--- src/rtl/serial_transceiver.sv ---
`default_nettype none
// ============================================================================
// Module   : serial_transceiver
// Purpose  : Half-duplex UART-style link transceiver with clock-enable timing.
//            Optional even parity when SERIAL_PARITY_EN is defined.
// Revision : 1.0  initial release
// ============================================================================
module serial_transceiver #(
    parameter int DATA_W     = 8,
    parameter int SAMPLE_DIV = 128,
    parameter int OVERSAMPLE = 16
) (
    input  logic              clk,
    input  logic              rst,
    input  logic [DATA_W-1:0] tx_data,
    input  logic              load,
    input  logic              transmit_enable,
    input  logic              serial_in,
    output logic              serial_out,
    output logic              serial_oe,
    output logic              tx_busy,
    output logic              character_sent,
    output logic [DATA_W-1:0] rx_data,
    output logic              character_received,
    output logic              framing_error
);

    localparam int BIT_T = SAMPLE_DIV * OVERSAMPLE;
    localparam int TW    = $clog2(BIT_T);
    localparam int DW    = $clog2(SAMPLE_DIV);
    localparam int OW    = $clog2(OVERSAMPLE);
    localparam int BW    = $clog2(DATA_W);

    localparam logic [TW-1:0] T_LAST    = TW'(BIT_T - 1);
    localparam logic [DW-1:0] DIV_LAST  = DW'(SAMPLE_DIV - 1);
    localparam logic [OW-1:0] OS_LAST   = OW'(OVERSAMPLE - 1);
    localparam logic [OW-1:0] HALF_LAST = OW'(OVERSAMPLE / 2 - 1);
    localparam logic [BW-1:0] BIT_LAST  = BW'(DATA_W - 1);

    // ------------------------------------------------------------------ TX
    typedef enum logic [2:0] {
        TX_IDLE,
        TX_START,
        TX_DATA,
`ifdef SERIAL_PARITY_EN
        TX_PARITY,
`endif
        TX_STOP
    } tx_state_t;

    tx_state_t         tx_state, tx_next;
    logic [TW-1:0]     tx_timer;
    logic [BW-1:0]     tx_bit;
    logic [DATA_W-1:0] tx_shift;
    logic              tx_accept;
    logic              tx_bit_end;
    logic              tx_line;
`ifdef SERIAL_PARITY_EN
    logic              tx_par;
`endif

    assign tx_accept  = (tx_state == TX_IDLE) && load && transmit_enable;
    assign tx_bit_end = (tx_timer == T_LAST);

    always_ff @(posedge clk or negedge rst) begin
        if (!rst) tx_state <= TX_IDLE;
        else      tx_state <= tx_next;
    end

    always_comb begin
        tx_next = tx_state;
        tx_line = 1'b1;
        case (tx_state)
            TX_IDLE: begin
                if (tx_accept) tx_next = TX_START;
            end
            TX_START: begin
                tx_line = 1'b0;
                if (tx_bit_end) tx_next = TX_DATA;
            end
            TX_DATA: begin
                tx_line = tx_shift[0];
                if (tx_bit_end && tx_bit == BIT_LAST) begin
`ifdef SERIAL_PARITY_EN
                    tx_next = TX_PARITY;
`else
                    tx_next = TX_STOP;
`endif
                end
            end
`ifdef SERIAL_PARITY_EN
            TX_PARITY: begin
                tx_line = tx_par;
                if (tx_bit_end) tx_next = TX_STOP;
            end
`endif
            TX_STOP: begin
                if (tx_bit_end) tx_next = TX_IDLE;
            end
            default: tx_next = TX_IDLE;
        endcase
    end

    // Line outputs lag the state by one clk so every pad signal is a flop.
    always_ff @(posedge clk or negedge rst) begin
        if (!rst) begin
            tx_timer       <= '0;
            tx_bit         <= '0;
            tx_shift       <= '0;
`ifdef SERIAL_PARITY_EN
            tx_par         <= 1'b0;
`endif
            serial_out     <= 1'b1;
            serial_oe      <= 1'b0;
            tx_busy        <= 1'b0;
            character_sent <= 1'b0;
        end else begin
            if (tx_accept) begin
                tx_timer <= '0;
                tx_bit   <= '0;
                tx_shift <= tx_data;
`ifdef SERIAL_PARITY_EN
                tx_par   <= ^tx_data;
`endif
            end else if (tx_state != TX_IDLE) begin
                tx_timer <= tx_bit_end ? '0 : tx_timer + 1'b1;
                if (tx_state == TX_DATA && tx_bit_end) begin
                    tx_shift <= tx_shift >> 1;
                    tx_bit   <= tx_bit + 1'b1;
                end
            end
            serial_out     <= tx_line;
            serial_oe      <= (tx_state != TX_IDLE);
            tx_busy        <= (tx_state != TX_IDLE);
            character_sent <= tx_busy && (tx_state == TX_IDLE);
        end
    end

    // ------------------------------------------------------------------ RX
    typedef enum logic [2:0] {
        RX_IDLE,
        RX_START_CHK,
        RX_DATA,
`ifdef SERIAL_PARITY_EN
        RX_PARITY,
`endif
        RX_STOP,
        RX_WAIT_HIGH
    } rx_state_t;

    rx_state_t         rx_state, rx_next;
    logic              sync0, sync1;
    logic [DW-1:0]     div;
    logic              tick;
    logic [OW-1:0]     rx_cnt;
    logic [BW-1:0]     rx_bit;
    logic [DATA_W-1:0] rx_shift;
    logic              rx_centre;
    logic              stop_ok;
`ifdef SERIAL_PARITY_EN
    logic              rx_par_err;
    assign stop_ok = sync1 & ~rx_par_err;
`else
    assign stop_ok = sync1;
`endif

    assign tick = (div == DIV_LAST);

    always_ff @(posedge clk or negedge rst) begin
        if (!rst) begin
            sync0 <= 1'b1;
            sync1 <= 1'b1;
            div   <= '0;
        end else begin
            sync0 <= serial_in;
            sync1 <= sync0;
            div   <= tick ? '0 : div + 1'b1;
        end
    end

    always_ff @(posedge clk or negedge rst) begin
        if (!rst) rx_state <= RX_IDLE;
        else      rx_state <= rx_next;
    end

    always_comb begin
        rx_next   = rx_state;
        rx_centre = 1'b0;
        case (rx_state)
            RX_START_CHK: rx_centre = tick && (rx_cnt == HALF_LAST);
            RX_DATA:      rx_centre = tick && (rx_cnt == OS_LAST);
`ifdef SERIAL_PARITY_EN
            RX_PARITY:    rx_centre = tick && (rx_cnt == OS_LAST);
`endif
            RX_STOP:      rx_centre = tick && (rx_cnt == OS_LAST);
            default:      rx_centre = 1'b0;
        endcase

        if (serial_oe) begin
            rx_next = RX_IDLE;
        end else begin
            case (rx_state)
                RX_IDLE:      if (tick && !sync1) rx_next = RX_START_CHK;
                RX_START_CHK: if (rx_centre) rx_next = sync1 ? RX_IDLE : RX_DATA;
                RX_DATA: begin
                    if (rx_centre && rx_bit == BIT_LAST) begin
`ifdef SERIAL_PARITY_EN
                        rx_next = RX_PARITY;
`else
                        rx_next = RX_STOP;
`endif
                    end
                end
`ifdef SERIAL_PARITY_EN
                RX_PARITY:    if (rx_centre) rx_next = RX_STOP;
`endif
                RX_STOP:      if (rx_centre) rx_next = stop_ok ? RX_IDLE : RX_WAIT_HIGH;
                RX_WAIT_HIGH: if (sync1) rx_next = RX_IDLE;
                default:      rx_next = RX_IDLE;
            endcase
        end
    end

    always_ff @(posedge clk or negedge rst) begin
        if (!rst) begin
            rx_cnt             <= '0;
            rx_bit             <= '0;
            rx_shift           <= '0;
            rx_data            <= '0;
            character_received <= 1'b0;
            framing_error      <= 1'b0;
`ifdef SERIAL_PARITY_EN
            rx_par_err         <= 1'b0;
`endif
        end else begin
            character_received <= 1'b0;
            framing_error      <= 1'b0;
            if (serial_oe || rx_state == RX_IDLE) begin
                rx_cnt <= '0;
                rx_bit <= '0;
            end else if (tick) begin
                rx_cnt <= rx_centre ? '0 : rx_cnt + 1'b1;
            end
            if (!serial_oe && rx_centre) begin
                case (rx_state)
                    RX_DATA: begin
                        rx_shift <= {sync1, rx_shift[DATA_W-1:1]};
                        rx_bit   <= rx_bit + 1'b1;
                    end
`ifdef SERIAL_PARITY_EN
                    RX_PARITY: rx_par_err <= sync1 ^ (^rx_shift);
`endif
                    RX_STOP: begin
                        if (stop_ok) begin
                            rx_data            <= rx_shift;
                            character_received <= 1'b1;
                        end else begin
                            framing_error      <= 1'b1;
                        end
                    end
                    default: ;
                endcase
            end
        end
    end

endmodule
`default_nettype wire

--- config.mk ---
export PLATFORM = sky130hd
export DESIGN_NAME = serial_transceiver
export DESIGN_NICKNAME = d
export VERILOG_FILES = /design/src/rtl/serial_transceiver.sv
export SDC_FILE = /design/constraint.sdc
export NUM_CORES = 1
export LEC_CHECK = 0
export CORE_MARGIN = 8
export CORE_UTILIZATION = 51
export CTS_CLUSTER_DIAMETER = 120
export DETAILED_ROUTE_END_ITERATION = 8
export GPL_TIMING_DRIVEN = 0
export PLACE_DENSITY = 0.74
export RECOVER_POWER = 50
export REMOVE_ABC_BUFFERS = 1
export SLEW_MARGIN = 20
export SYNTH_ARGS = -nofsm -noshare
export SYNTH_HDL_FRONTEND = slang
export SYNTH_SLANG_ARGS = --single-unit
--- constraint.sdc ---
create_clock -name clk -period 1.9 [get_ports clk]
set_input_delay 0.19 -clock clk [delete_from_list [all_inputs] [get_ports clk]]
set_output_delay 0.19 -clock clk [all_outputs]
set_load 0.02 [all_outputs]
==> qor.txt, run 1 <==
Clk root buf = clkbuf_8
Post-synth EDFFs = 0
Synthesized area = 2970 µm²
Skew final = 9.77 ps
IO Pins = 27
Normalized max-slew margin = 23.5%
CTS sink count = 64
VDD IR max = 0.480 mV
First-pass GRT wire length = 9850 µm
Hold/Removal Path Class = reg2reg
CP max stage delay = 420 ps
Tot Pwr = 2770 µW
Status = finished clean
Share of cells above drive strength 1 = 23.5%
Maximum achievable frequency = 0.540 GHz
DRT antenna net count = 0
All-Layer GR Usage = 14.1%
Port Buffers = 26
Antenna violations before repair = 0
Dpl hpwl = 3680 µm
Register area share after synthesis = 54.0%
Initial core utilization = 51.5%
Die area = 8530 µm²
# DRC = 0
FF+latch count, synth = 64
Die width = 92.4 µm
Worst slew pin tran = 1150 ps
CP arrival = 2070 ps
Initial DRT Pass Iterations = 4
Maximum clock insertion buffer count = 2
Vias/cell = 5.56
Leading area contributor after synthesis = dfrtp_1
Worst Setup Start Kind = flop
FFs w/ async S/R, synth = 100%
Commonest non-fill, non-tap cell in the layout = dfrtp_1
Routed length per instance = 14.2 µm
Leading post-synthesis cells by cell area = dfrtp_1 (51%), mux2_2 (7.2%), ha_1 (4.6%), nand2_1 (3.4%), dfstp_2 (2.7%)
Commonest cells after routing, fill and taps aside = dfrtp_1 (59), nand2_1 (27), clkdlybuf4s50_1 (24)
Pwr/cell area = 742 nW/µm²
Number of global-route vias before repair = 2183
Num CTS Buffers = 9
Leak pwr = 0.00161 µW
CP bufs+invs = 1
Max-cap violations = 0
Cell Rows = 28
Area grow syn2layout = 25.3%
Diodes inserted = 0
Die height = 92.4 µm
Core ar. = 5780 µm²
Top FF cell, synth = dfrtp_1
Fin crit share = 97.5%
Tmin final = 1850 ps
CP max FO = 8
Via count = 2146
CP top delay family = simple AND/OR/NAND/NOR gates
Slew Limit Fails = 0
Core Util, Final = 64.5%
Cells along the critical path = or3b_4, a21o_1, nor3_4, buf_12, mux2_2
WS Path Type = reg2reg
Final nets = 330
Area share of the largest cell type after synthesis = 51.3%
Total Routed Length = 5500 µm
Syn Inst Count = 265
Final hold viol count = 0
Congestion Overflow GR = 0
Post-Syn Area per Cell = 11.2 µm²
Worst-Skew Late Latency = 340 ps
Yosys warns = 0
CP Capture Type = flop
Crit path required time = 2120 ps
CTS clk-pin slew, worst paths = 70 ps
Largest net degree at the start of global routing = 44
GPL Wtd Cong = 0.801
Distinct cells, synth = 45
Iteration-0 DRC Markers = 110
TritonCTS clock tree = built
# H-tree levels = 3
Slowest CP cell = dfrtp_1
Setup violators final = 0
## Yosys cell counts (5+ instances only)
master   instances
a21oi_1          8
a221o_1          6
a31oi_1          6
and2_1           9
and4_1           5
dfrtp_1         61
ha_1            11
inv_1            7
mux2_2          19
nand2_1         27
nand3_1          9
nand4_1          6
nor2_1          17
nor3_1           7
o21ai_0         11
## registers in the layout, indices dropped and copies added (netlist names)
name	flops
tx_bit	3
tx_shift	8
serial_out	1
rx_bit	3
stop_ok	1
character_received	1
rx_cnt	4
sync0	1
tx_state	2
rx_shift	8
tx_busy	1
rx_state	3
rx_data	8
tx_timer	11
framing_error	1
div	7
character_sent	1
## metal layers
layer / vias up / track usage (%) / part of all wire, %
li1: 1053 / - / -
met1: 1045 / 17.5 / 46
met2: 39 / 22.3 / 48
met3: 9 / 3.96 / 4.8
met4: 0 / 6.44 / 1.4
met5: - / 0 / 0
## what timing repair did
item	4_1_cts	5_1_grt
hold buffers	1	0
setup buffers	4	6
setup endpoints to repair	42	28
pin swaps	3	4
endpoints found under the hold margin	21	0
resized for setup	17	14
cloned	0	0
## final cells by class
cell class	count	area, µm²
fillers	462	2050
well taps	75	93.8
clock buffers	11	141
clock inverters	5	78.8
inverters	8	31.3
multi-input cells	185	1410
repair buffers	38	367
flip-flops and latches	64	1610
## power by group
group | total [µW] | internal, µW | switching [µW]
logic | 80.4 | 37.6 | 42.8
registers | 1390 | 1380 | 15.7
clock network | 1290 | 775 | 515
total | 2770 | 2190 | 574
## cells by family after synthesis
group | share of synthesized area, %
compound gates | 11.0
xor+xnor | 2.36
fa+ha+maj | 4.63
buf+inv | 2.57
flops | 54.0
mux | 8.54
simple gates | 16.9
## final timing paths
kind | slack (ps) | endpoint | from | cells past startpoint
max | 50 | rx_data[0]$_DFFE_PN0P_ | rx_cnt[3]$_DFFE_PN0P_ | 5
min | 370 | stop_ok$_DFF_PN1_ | sync0$_DFF_PN1_ | 0
max reg2reg | 50 | rx_data[0]$_DFFE_PN0P_ | rx_cnt[3]$_DFFE_PN0P_ | 5
min reg2reg | 370 | stop_ok$_DFF_PN1_ | sync0$_DFF_PN1_ | 0
max in group asynchronous | 310 | sync0$_DFF_PN1_ | rst | 3
min in group asynchronous | 590 | div[6]$_DFF_PN0_ | rst | 2
## metrics by stage
stage | instances | hold slack, ps | setup slack, ps | area, µm² | TNS [ps]
2_1_floorplan | 257 | -106 | -132 | 2930 | -1780
3_3_place_gp | 358 | 358 | -1420 | 3280 | -101570
3_5_place_dp | 359 | 97.6 | -716 | 3300 | -14160
4_1_cts | 380 | 252 | -3.61 | 3640 | -3.61
5_1_grt | 386 | 374 | -12.6 | 3730 | -31.8
6_report | 386 | 370 | 47.1 | 3730 | 0
(Power assumes the default switching activity.)
==> run 2, diff against run 1 <==
clock period = 1.5 ns   (was 1.9 ns; I/O delays follow)
==> run 2 against run 1 <==
Critical path type unchanged; register-to-register slack worse by 320 ps; the run now ends with setup timing left; largest power group unchanged; final cell count is 7.8% higher; sequential power increased by 27%; highest routed layer unchanged; largest cell class is now multi-input combinational cells; critical endpoint is now rx_data[7]$_DFFE_PN0P_; critical path depth stayed put; sequential share of layout area decreased by 4.6 points; flip-flop and latch count unchanged; combinational power is 38% higher.
==> qor.txt, run 2 (synthesized netlist as in run 1, its figures left out) <==
Status = complete, but fails checks
Max-cap violations = 0 (unchanged)
WL met2 = 3600 µm (+36%)
Finished Layout Cells = 416 (+7.8%)
Share of cells above drive strength 1 = 38.7% (+15 points)
Inst Count DP = 359 (unchanged)
CP max FO = 8 (unchanged)
Worst slew pin tran = 538 ps (-610 ps)
Leak pwr = 0.00185 µW (+15%)
Comb pwr share = 3.1% (+0.2 points)
RSZ-0062 raised after global routing = true
Clk root buf = clkbuf_8
Fin crit share = 118% (+21 points)
Antenna violations before repair = 0 (unchanged)
Via count = 2399 (+12%)
# H-tree levels = 3 (unchanged)
Met1 WL = 2950 µm (+18%)
Congestion Overflow GR = 0 (unchanged)
Clk network pwr share = 46.9% (+0.2 points)
Num CTS Buffers = 9 (unchanged)
Sw Share = 21.6% (+0.83 points)
Final nets = 360 (+9.1%)
Maximum clock insertion buffer count = 2 (unchanged)
Max reg flops = 11 (unchanged)
CP max stage delay = 420 ps (about the same)
CP top delay family = simple AND/OR/NAND/NOR gates
Highest routed layer = met4
VDD IR max = 0.715 mV (+49%)
Sw power = 765 µW (+33%)
Vias/cell = 5.77 (+3.7%)
Crit path required time = 1730 ps (-390 ps)
Setup violators final = 41 (+41)
Skew final = 8.23 ps (-1.55 ps)
Initial DRT Pass Iterations = 4 (unchanged)
Tmin final = 1780 ps (-77.7 ps)
First-pass GRT wire length = 11300 µm (+15%)
Cell Rows = 28 (unchanged)
Port Buffers = 26 (unchanged)
Failing checks = setup timing
Die area = 8530 µm² (unchanged)
Maximum achievable frequency = 0.563 GHz (+4.4%)
Largest net degree at the start of global routing = 44 (unchanged)
# DRC = 0 (unchanged)
Worst Setup Start Kind = flop
CTS clk-pin slew, worst paths = 70 ps (about the same)
Iteration-0 DRC Markers = 112 (+1.8%)
Total Routed Length = 7080 µm (+29%)
Number of global-route vias before repair = 2440 (+12%)
CP arrival = 2010 ps (-60 ps)
Met3 Wirelength = 409 µm (+55%)
Slew Limit Fails = 0 (unchanged)
Die height = 92.4 µm (unchanged)
WS Path Type = reg2reg
Largest Register = tx_timer
Dpl hpwl = 3680 µm (unchanged)
Pwr/cell area = 847 nW/µm² (+14%)
TritonCTS clock tree = built
Setup slack after layout = -275 ps (-322 ps)
Commonest non-fill, non-tap cell in the layout = dfrtp_1
CP Capture Type = flop
Die width = 92.4 µm (unchanged)
Hold/Removal Path Class = in2async
Initial core utilization = 51.5% (unchanged)
Final hold viol count = 0 (unchanged)
Worst-Skew Late Latency = 350 ps (about the same)
Area grow syn2layout = 40.7%
Place WS = -1120 ps (-400 ps)
Slowest CP cell = dfrtp_2
GPL Wtd Cong = 0.801 (unchanged)
All-Layer GR Usage = 16.4% (+2.3 points)
Core ar. = 5780 µm² (unchanged)
DRT antenna net count = 0 (unchanged)
Power Internal = 2780 µW (+27%)
IO Pins = 27 (unchanged)
CP bufs+invs = 1 (unchanged)
Routed length per instance = 17.0 µm (+19%)
Commonest cells after routing, fill and taps aside = dfrtp_1 (55), buf_4 (35), nand2_1 (27)
Diodes inserted = 0 (unchanged)
Seq pwr share = 49.9% (-0.5 points)
Cells along the critical path = or3b_4, a21o_1, nor3_4, buf_12, mux2_4
CTS sink count = 64 (unchanged)
Normalized max-slew margin = 64.1% (+41 points)
run 2: cell types whose count changed in the layout (fill, tap and decap cells not counted), sizes merged:
cell	previous run	this run
buf	11	41
clkdlybuf4s50	24	18
clkinv	3	2
dlygate4sd2	0	3
dlymetal6s2s	0	3
inv	8	9
run 2: routing by layer:
| layer | up-vias | track usage (%) |
|---|---|---|
| met2 | 86 | 26.5 |
| met4 | 0 | 7.25 |
| li1 | 1112 | - |
| met3 | 14 | 5.66 |
| met5 | - | 0 |
| met1 | 1187 | 19.5 |
run 2: final cells by class:
cell class / instances / area (µm²)
Fill cell: 385 / 1600
Timing Repair Buffer: 68 / 608
Clock buffer: 11 / 141
Multi-Input combinational cell: 185 / 1620
Sequential cell: 64 / 1610
Clock inverter: 5 / 78.8
Inverter: 8 / 35.0
Tap cell: 75 / 93.8
run 2: worst register-to-register path, cell delays in order (launching register included):
cell and delay [ps]:
dfrtp_2 420, or3b_4 390, a21o_1 220, nor3_4 160
buf_12 160, mux2_4 300
run 2: per-stage QoR:
step	cell area, µm²	TNS [ps]	util [%]	hold WS (ps)	total power, µW
after detailed placement	3300	-32770	57.1	57.6	1900
after global placement	3280	-142980	56.8	358	1890
after CTS	3990	-7430	69.0	212	3560
after global routing	4190	-9590	72.4	328	3660
after floorplan	2930	-14820	-	-146	1820
final	4190	-7130	72.4	302	3550
run 2: what timing repair did:
item	in CTS	in global routing
pin swaps	22	13
resized for setup	66	28
endpoints found under the setup margin	56	52
hold buffers	1	0
setup buffers	27	14
endpoints found under the hold margin	21	0
run 2: final timing paths:
check	slack, ps	cells past startpoint	end	startpoint
min	300	2	div[6]$_DFF_PN0_	rst
max in group asynchronous	240	3	tx_timer[6]$_DFFE_PN0P_	rst
min reg2reg	370	0	stop_ok$_DFF_PN1_	sync0$_DFF_PN1_
max reg2reg	-280	5	rx_data[7]$_DFFE_PN0P_	rx_state[1]$_DFFE_PN0P_
max	-280	5	rx_data[7]$_DFFE_PN0P_	rx_state[1]$_DFFE_PN0P_
min in group clk	340	1	sync0$_DFF_PN1_	serial_in
run 2: power groups by stage:
stage | clock network [µW] | registers [µW] | logic, µW
3_5_place_dp | 0 | 1800 | 102
2_1_floorplan | 0 | 1790 | 27.5
5_1_grt | 1770 | 1770 | 126
3_3_place_gp | 0 | 1800 | 95.0
6_report | 1660 | 1770 | 111
4_1_cts | 1680 | 1770 | 114
==> run 3, diff against run 2 <==
SLEW_MARGIN = 15   (was 20)
==> results of run 3 <==
Final layout, timing and power as in run 2 (identical DEF).
